==> src/rtl/normalizador_pipe.sv <==
// Pipelined normaliser/rounder for raw FPU add and multiply results.
// Four register levels: capture/select, normalise, round, then pack/saturate into the output register.
module normalizador_pipe #(
    parameter int EXP_W = 8,
    parameter int MAN_W = 23,
    parameter int MUL_W = 2*(MAN_W+1),
    parameter int SUM_W = MAN_W+4
) (
    input  logic                   clk,
    input  logic                   rst_n,
    input  logic                   in_valid,
    output logic                   in_ready,
    input  logic                   op_input,
    input  logic                   signo_mul,
    input  logic                   signo_sum,
    input  logic [EXP_W+1:0]       exp_mul,
    input  logic [EXP_W+1:0]       exp_sum,
    input  logic [MUL_W-1:0]       producto,
    input  logic [SUM_W-1:0]       suma_resul,
    input  logic                   sum_sticky,
    input  logic [1:0]             rnd_mode,
    output logic                   out_valid,
    input  logic                   out_ready,
    output logic [EXP_W+MAN_W:0]   resultado,
    output logic [3:0]             flags
);

    localparam int EW    = EXP_W + 3;
    localparam int LZ_W  = $clog2(MUL_W);
    localparam int G_POS = MUL_W - MAN_W - 3;

    localparam logic signed [EW-1:0] EXP_ONE  = EW'(1);
    localparam logic signed [EW-1:0] EXP_ZERO = EW'(0);
    localparam logic signed [EW-1:0] EXP_OVF  = EW'(2**EXP_W - 1);
    localparam logic [EXP_W-1:0]     EXP_MAXF = EXP_W'(2**EXP_W - 2);

    localparam logic [1:0] RNE = 2'b00;
    localparam logic [1:0] RTZ = 2'b01;
    localparam logic [1:0] RUP = 2'b10;
    localparam logic [1:0] RDN = 2'b11;

    function automatic logic [LZ_W-1:0] lzc(input logic [MUL_W-2:0] v);
        logic [LZ_W-1:0] n;
        n = LZ_W'(MUL_W - 1);
        for (int i = 0; i < MUL_W-1; i++) begin
            if (v[i]) n = LZ_W'(MUL_W - 2 - i);
        end
        return n;
    endfunction

    logic adv;
    assign adv      = ~out_valid | out_ready;
    assign in_ready = adv;

    // Sums are aligned to the product format so both share one datapath.
    // Product low bits stay in the significand and fold into sticky after normalisation.
    logic                   sel_sign;
    logic signed [EW-1:0]   sel_exp;
    logic [MUL_W-1:0]       sel_sig;
    logic                   sel_sticky;

    always_comb begin
        sel_sign   = signo_sum;
        sel_exp    = {exp_sum[EXP_W+1], exp_sum};
        sel_sig    = {suma_resul, {(MUL_W-SUM_W){1'b0}}};
        sel_sticky = sum_sticky;
        if (op_input) begin
            sel_sign   = signo_mul;
            sel_exp    = {exp_mul[EXP_W+1], exp_mul};
            sel_sig    = producto;
            sel_sticky = 1'b0;
        end
    end

    logic                   v0, sign0, sticky0, zero0;
    logic signed [EW-1:0]   exp0;
    logic [MUL_W-1:0]       sig0;
    logic [1:0]             mode0;

    always_ff @(posedge clk) begin
        if (!rst_n) begin
            v0 <= 1'b0;
        end else if (adv) begin
            v0      <= in_valid;
            sign0   <= sel_sign;
            exp0    <= sel_exp;
            sig0    <= sel_sig;
            sticky0 <= sel_sticky;
            zero0   <= (sel_sig == '0);
            mode0   <= rnd_mode;
        end
    end

    logic [LZ_W-1:0]        lz;
    logic [MUL_W-2:0]       norm_sig;
    logic signed [EW-1:0]   norm_exp;
    logic                   norm_sticky;

    always_comb begin
        lz          = lzc(sig0[MUL_W-2:0]);
        norm_sig    = sig0[MUL_W-2:0] << lz;
        norm_exp    = exp0 - EW'(lz);
        norm_sticky = sticky0;
        if (sig0[MUL_W-1]) begin
            norm_sig    = sig0[MUL_W-1:1];
            norm_exp    = exp0 + EXP_ONE;
            norm_sticky = sticky0 | sig0[0];
        end
    end

    logic                   v1, sign1, sticky1, zero1;
    logic signed [EW-1:0]   exp1;
    logic [MUL_W-2:0]       sig1;
    logic [1:0]             mode1;

    always_ff @(posedge clk) begin
        if (!rst_n) begin
            v1 <= 1'b0;
        end else if (adv) begin
            v1      <= v0;
            sign1   <= sign0;
            exp1    <= norm_exp;
            sig1    <= norm_sig;
            sticky1 <= norm_sticky;
            zero1   <= zero0;
            mode1   <= mode0;
        end
    end

    logic [MAN_W:0]         man_full;
    logic                   lsb, g, r, s, rnd_up, carry;
    logic [MAN_W-1:0]       man_rnd;
    logic signed [EW-1:0]   exp_rnd;

    always_comb begin
        man_full = sig1[MUL_W-2 -: MAN_W+1];
        lsb      = sig1[G_POS+1];
        g        = sig1[G_POS];
        r        = sig1[G_POS-1];
        s        = (|sig1[G_POS-2:0]) | sticky1;
        rnd_up   = 1'b0;
        case (mode1)
            RNE:     rnd_up = g & (r | s | lsb);
            RTZ:     rnd_up = 1'b0;
            RUP:     rnd_up = ~sign1 & (g | r | s);
            RDN:     rnd_up = sign1 & (g | r | s);
            default: rnd_up = 1'b0;
        endcase
        // An all-ones significand wraps to 1.0 and bumps the exponent.
        carry   = rnd_up & (&man_full);
        man_rnd = rnd_up ? (man_full[MAN_W-1:0] + MAN_W'(1)) : man_full[MAN_W-1:0];
        exp_rnd = exp1 + {{(EW-1){1'b0}}, carry};
    end

    logic                   v2, sign2, inexact2, zero2;
    logic signed [EW-1:0]   exp2;
    logic [MAN_W-1:0]       man2;
    logic [1:0]             mode2;

    always_ff @(posedge clk) begin
        if (!rst_n) begin
            v2 <= 1'b0;
        end else if (adv) begin
            v2       <= v1;
            sign2    <= sign1;
            exp2     <= exp_rnd;
            man2     <= man_rnd;
            inexact2 <= g | r | s;
            zero2    <= zero1;
            mode2    <= mode1;
        end
    end

    logic [EXP_W+MAN_W:0]   res_pk, res_inf, res_maxf;
    logic [3:0]             fl_pk;

    always_comb begin
        res_inf  = {sign2, {EXP_W{1'b1}}, {MAN_W{1'b0}}};
        res_maxf = {sign2, EXP_MAXF, {MAN_W{1'b1}}};
        res_pk   = {sign2, exp2[EXP_W-1:0], man2};
        fl_pk    = {2'b00, inexact2, 1'b0};
        if (zero2) begin
            res_pk = {sign2, {(EXP_W+MAN_W){1'b0}}};
            fl_pk  = 4'b0001;
        end else if (exp2 >= EXP_OVF) begin
            fl_pk = 4'b1010;
            case (mode2)
                RNE:     res_pk = res_inf;
                RUP:     res_pk = sign2 ? res_maxf : res_inf;
                RDN:     res_pk = sign2 ? res_inf : res_maxf;
                default: res_pk = res_maxf;
            endcase
        end else if (exp2 <= EXP_ZERO) begin
            res_pk = {sign2, {(EXP_W+MAN_W){1'b0}}};
            fl_pk  = {1'b0, 1'b1, inexact2, 1'b1};
        end
    end

    always_ff @(posedge clk) begin
        if (!rst_n) begin
            out_valid <= 1'b0;
            resultado <= '0;
            flags     <= '0;
        end else if (adv) begin
            out_valid <= v2;
            if (v2) begin
                resultado <= res_pk;
                flags     <= fl_pk;
            end
        end
    end

endmodule

==> config.mk <==
export PLATFORM = sky130hd
export DESIGN_NAME = normalizador_pipe
export DESIGN_NICKNAME = d
export VERILOG_FILES = /design/src/rtl/normalizador_pipe.sv
export SDC_FILE = /design/constraint.sdc
export NUM_CORES = 1
export LEC_CHECK = 0
export CAP_MARGIN = 20
export CELL_PAD_IN_SITES_DETAIL_PLACEMENT = 1
export CELL_PAD_IN_SITES_GLOBAL_PLACEMENT = 1
export CORE_UTILIZATION = 41
export CTS_BUF_LIST = sky130_fd_sc_hd__clkbuf_16
export DETAILED_ROUTE_END_ITERATION = 7
export HOLD_SLACK_MARGIN = 0.02
export PLACE_DENSITY = 0.77
export SYNTH_ARGS = -nofsm -noshare
export SYNTH_HDL_FRONTEND = slang
export SYNTH_SLANG_ARGS = --single-unit
==> constraint.sdc <==
create_clock -name clk -period 5.7 [get_ports clk]
set_input_delay 1.425 -clock clk [delete_from_list [all_inputs] [get_ports clk]]
set_output_delay 1.425 -clock clk [all_outputs]
set_load 0.01 [all_outputs]
# == After elaboration in Yosys (flattened, before gate mapping) ==
# Cells that the tools add are included.
# totals
reg_bits,206
in_bits,105
out_inout_bits,38
# classes
n_addsub,4
magnitude_cmp,2
eq_ne,5
n_shift,1
mux,64
bitwise,13
n_reduce_logical,7
# ops
op,count
$mux W6,46
$mux W32,4
$pmux W32 S3,1
$logic_not A48 Y1,1
$mux W48,1
$shl A47 B6 Y47,1
$mux W46,1
$mux W31,1
$reduce_and A24 Y1,1
$add A23 B1 Y23 const B,1
$mux W23,1
$mux W11,2
$reduce_or A21 Y1,1
$add A11 B1 Y11,1
$add A11 B2 Y11 const B,1
$ge A11 B9 Y1 const B,1
$le A11 B1 Y1 const B,1
$sub A11 B6 Y11,1
$eq A2 B2 Y1 const B,4
$mux W4,2
$or A1 B1 Y1,7
$and A1 B1 Y1,4
$logic_not A2 Y1,2
$pmux W1 S4,1
other kinds (5),9

# == Longest topological paths before layout ==
# logic_depth
word_depth,49
ltp_mapped,21

# == Worst setup path after synthesis ==
# No wires, ideal clock.
# synth_path
path_kind,input port to flip-flop
from,input port out_ready
to,"register exp0[0], enable pin"
setup_time_ps,544
arrival_ps,5652
required_time_ps,5156
slack_ps,-496
cell_stages,3
path_buffers,1
path_cell_list,nand2b_1 > clkbuf_1 > and2_1
# synth_via
elab_chain_cells,2
# synth_lines
element,line,rtl
start: declaration,23,"input logic out_ready,"
$or A1 B1 Y1,52,assign adv = ~out_valid | out_ready;
via in_ready,12,"output logic in_ready,"
$reduce_and A2 Y1 (no line),--,
end signal: assignment,86,exp0 <= sel_exp;
end: declaration,76,logic signed [EW-1:0] exp0;
# The timed path passes the listed nets, and every way through them passes these cells.
# A chain may end at the register's enable or synchronous reset.

# == Worst setup path after layout ==
# layout_path
from,register sig0[45]
to,register exp1[9] (data pin)
# layout_via
elab_chain_cells,4
# layout_lines
element,line,rtl
start: declaration,77,logic [MUL_W-1:0] sig0;
start signal: assignment,87,sig0 <= sel_sig;
$mux W6 (2 in a row),46,if (v[i]) n = LZ_W'(MUL_W - 2 - i);
$sub A11 B6 Y11,102,norm_exp = exp0 - EW'(lz);
$mux W11,104,if (sig0[MUL_W-1]) begin
via norm_exp[9],96,logic signed [EW-1:0] norm_exp;
end signal: assignment,122,exp1 <= norm_exp;
end: declaration,112,logic signed [EW-1:0] exp1;
# The timed path passes the listed nets, and every way through them passes these cells.

==> impl_metrics.toml <==
[outcome]
outcome = "finished, final reports clean"

[drt]
drtIter0Drc = 869
viasPerCell = 6.113
wl_met3_um = 3191
ant_nets = 0
wl_met1_um = 18030
dr.pass1.iters = 8
drc = 0
wl_met2_um = 20340
wirelength_um = 43340
detail_route.wl_per_cell_um = 23.98
top_layer = "met4"
vias = 11047

[floorplan]
coreArea_um2 = 31560
die_area_um2 = 32770
initial_core_util_pct = 41.64
placementRows = 65
die_y_um = 181.0
io-pin-count = 143
die_w_um = 181.0

[run]
maxCapViolations = 0

[clock_network]
h-tree-depth = 1
clockRootBuffer = "clkbuf_16"
path_clk_slew_ps = 60
clockBufferDepth = 3
cts_resized = 0
postCtsSetupBuffers = 0
numCtsBuffers = 23
worstSkewPairLatency_ps = 520
hold_buffers = 0
cts_tree = "done"
cts.sink_count = 205

[yosys]
syn_inst = 1306
synthArstFlopShare_pct = 0
synth-edff-count = 165
synth_xor_area_share_pct = 2.800
ys_warn_count = 0
yosysUniqueCellTypes = 89
synth_nets = 1422
syn-cell-area_um2 = 13140
seq_area_frac_synth_pct = 43.81
synth_fa_ha_area_share_pct = 1.105
synth_area_leaders = "edfxtp_1, mux2i_1, dfxtp_1"
synth_flop_cell = "edfxtp_1"
ys_ff_latch = 205
synth.top_cell.area_share_pct = 37.71
synth_area_leader_cell = "edfxtp_1"
muxShareOfSynthArea_pct = 15.58
synth_simple_gate_area_share_pct = 16.13
synth_top_family_by_area = "simple AND/OR/NAND/NOR gates"
syn_avg_cell_area_um2 = 10.06
synth_compound_area_share_pct = 15.77

[place]
portBuffers = 142
place_inst = 1762
gp_congestion = 0.9514
hpwlAfterDp_um = 32120

[worst_setup_path]
cp-end-kind = "flip-flop"
r2r_end = "exp1[9]"
endpoint = "exp1[9]"
path_class = "flip-flop to flip-flop"
worstPathArrival_ps = 4970
reg2reg_depth = 15
ff2ff_setup_slack_ps = 990
cp_max_fo = 29
cp.required_ps = 5960
worstSetupStartpointType = "flip-flop"
rr_startpoint = "sig0[45]"
startpoint = "sig0[45]"

[power_and_ir_drop]
ir_drop_v = 0.0001962
fin_total_pwr_w = 0.003991
p_leak_nw = 5.618
powerDensity_nw_per_um2 = 258.2

[min_path]
hp-class = "flip-flop to flip-flop"

[finish]
layout-drive-gt1-share_pct = 11.11
syn_to_final_growth_pct = 17.66
fin_nets = 1503
final_cells = 1807

[timing]
fmax_ghz = 0.2125
tns_ps = 0
slew_headroom_pct = 36.88
holdWs_ps = 423.1
worst_clock_skew_ps = 11.77
rsz0062_at_grt = "false"
post-route-period-util_pct = 82.57
fin_crit_ps = 4707
worst-slew-pin-transition_ps = 938.1
maxSlewViolCount = 0
hold_violations = 0
setup_viol = 0

[global_routing]
grt_overflow = 0
antenna_found_initial = 0
grt_pass1_vias = 11232
grt_pass1_wl_um = 66520
gr-usage-all-layers_pct = 26.21
grt_max_degree = 166
==> final cells by class <==
cell class / count / area, µm²
Fill cell: 3457 / 16100
Multi-Input combinational cell: 957 / 6770
Sequential cell: 205 / 5756
Timing Repair Buffer: 165 / 1613
Clock buffer: 24 / 600.6
Tap cell: 402 / 503.0
Inverter: 35 / 136.4
Clock inverter: 18 / 77.57
Antenna cell: 1 / 2.502
==> worst min-delay path by stage <==
stage | start | end | slack [ps] | cells past startpoint
finish | zero1 | zero2 | 420 | 0
global route | zero1 | zero2 | 440 | 0
CTS | zero1 | zero2 | 420 | 0
detailed placement | zero1 | zero2 | 410 | 0
global placement | zero1 | zero2 | 410 | 0
floorplan | mode0[0] | mode1[0] | 400 | 0
==> placed cells by master (no fill, tap or decap), drive strengths merged, types with 49 or more instances in the layout <==
cell type / instances
a21oi: 76
nor2: 56
o21ai: 76
inv: 52
clkdlybuf4s50: 141
edfxtp: 165
nand2: 142
mux2i: 110
and2: 49
mux2: 56
==> state kept, by name, summed over array words and instances, names as in the netlist, 2 cells and up <==
register,flops
mode2,2
resultado,32
exp0,10
sig0,48
exp2,11
sig1,47
flags,4
mode0,2
mode1,2
exp1,11
man2,23
==> layer usage <==
metal / global-route usage, % / up-vias
met1: 33.12 / 5376
met2: 44.29 / 512
met5: 0 / -
met4: 10.07 / 0
met3: 5.039 / 103
li1: - / 5056
==> critical path, cell delays in order, from the launching register on <==
cell and delay (ps):
edfxtp_1 560, nor4_2 750, nand3_1 270, a31oi_1 210, or2_2 690, inv_2 80, ha_1 340, o21ai_0 130
a21boi_0 160, o21ai_0 170, nand2b_1 80, and2_1 170, or4_1 430, nor3_1 160, a31oi_1 80, xnor2_1 150
==> report_power, final <==
| group | total (W) | switching, W | internal (W) | leakage [nW] |
|---|---|---|---|---|
| Combinational | 0.000793 | 0.000458 | 0.000335 | 3.29 |
| Sequential | 0.00187 | 0.000114 | 0.00175 | 1.94 |
| Clock | 0.00133 | 0.000577 | 0.000757 | 0.385 |
==> logic make-up (layout without fill, tap and decap cells) <==
| logic type | Yosys count | count (layout) |
|---|---|---|
| AND/OR/NAND/NOR | 418 | 418 |
| XOR/XNOR | 42 | 42 |
| flip-flops | 205 | 205 |
| multiplexers | 180 | 180 |
| adder cells (fa/ha/maj) | 11 | 11 |
| AO/OA/AOI/OAI | 306 | 306 |
| buffers and inverters | 144 | 242 |
| other | 0 | 1 |
==> metrics by stage <==
step | utilization [%] | area (µm²) | setup WS (ps)
after floorplan | - | 13140 | 1327
after global placement | 46.75 | 14750 | 1171
after CTS | 48.90 | 15430 | 1086
after global routing | 48.98 | 15460 | 764.8
after detailed placement | 46.75 | 14750 | 1060
final | 48.99 | 15460 | 993.4
==> Yosys cell counts, types with 7 or more instances <==
library cell,number
dfxtp_1,40
a211oi_1,7
a21oi_1,75
nand2_1,140
inv_1,30
a22oi_1,12
a31oi_1,11
mux2i_1,110
nand4_1,14
edfxtp_1,165
o211ai_1,13
o31ai_1,11
a21boi_0,11
and2_1,49
clkbuf_1,66
nor2b_1,14
buf_4,10
nor3_1,40
nor2_1,56
xnor2_1,28
mux4_2,14
nand3_1,27
buf_1,9
mux2_2,56
o22ai_1,11
buf_2,21
nand2b_1,7
ha_1,10
xor2_1,14
and3_1,16
nor4_1,28
o21ai_0,75
Power figures use the tool's default switching activity.
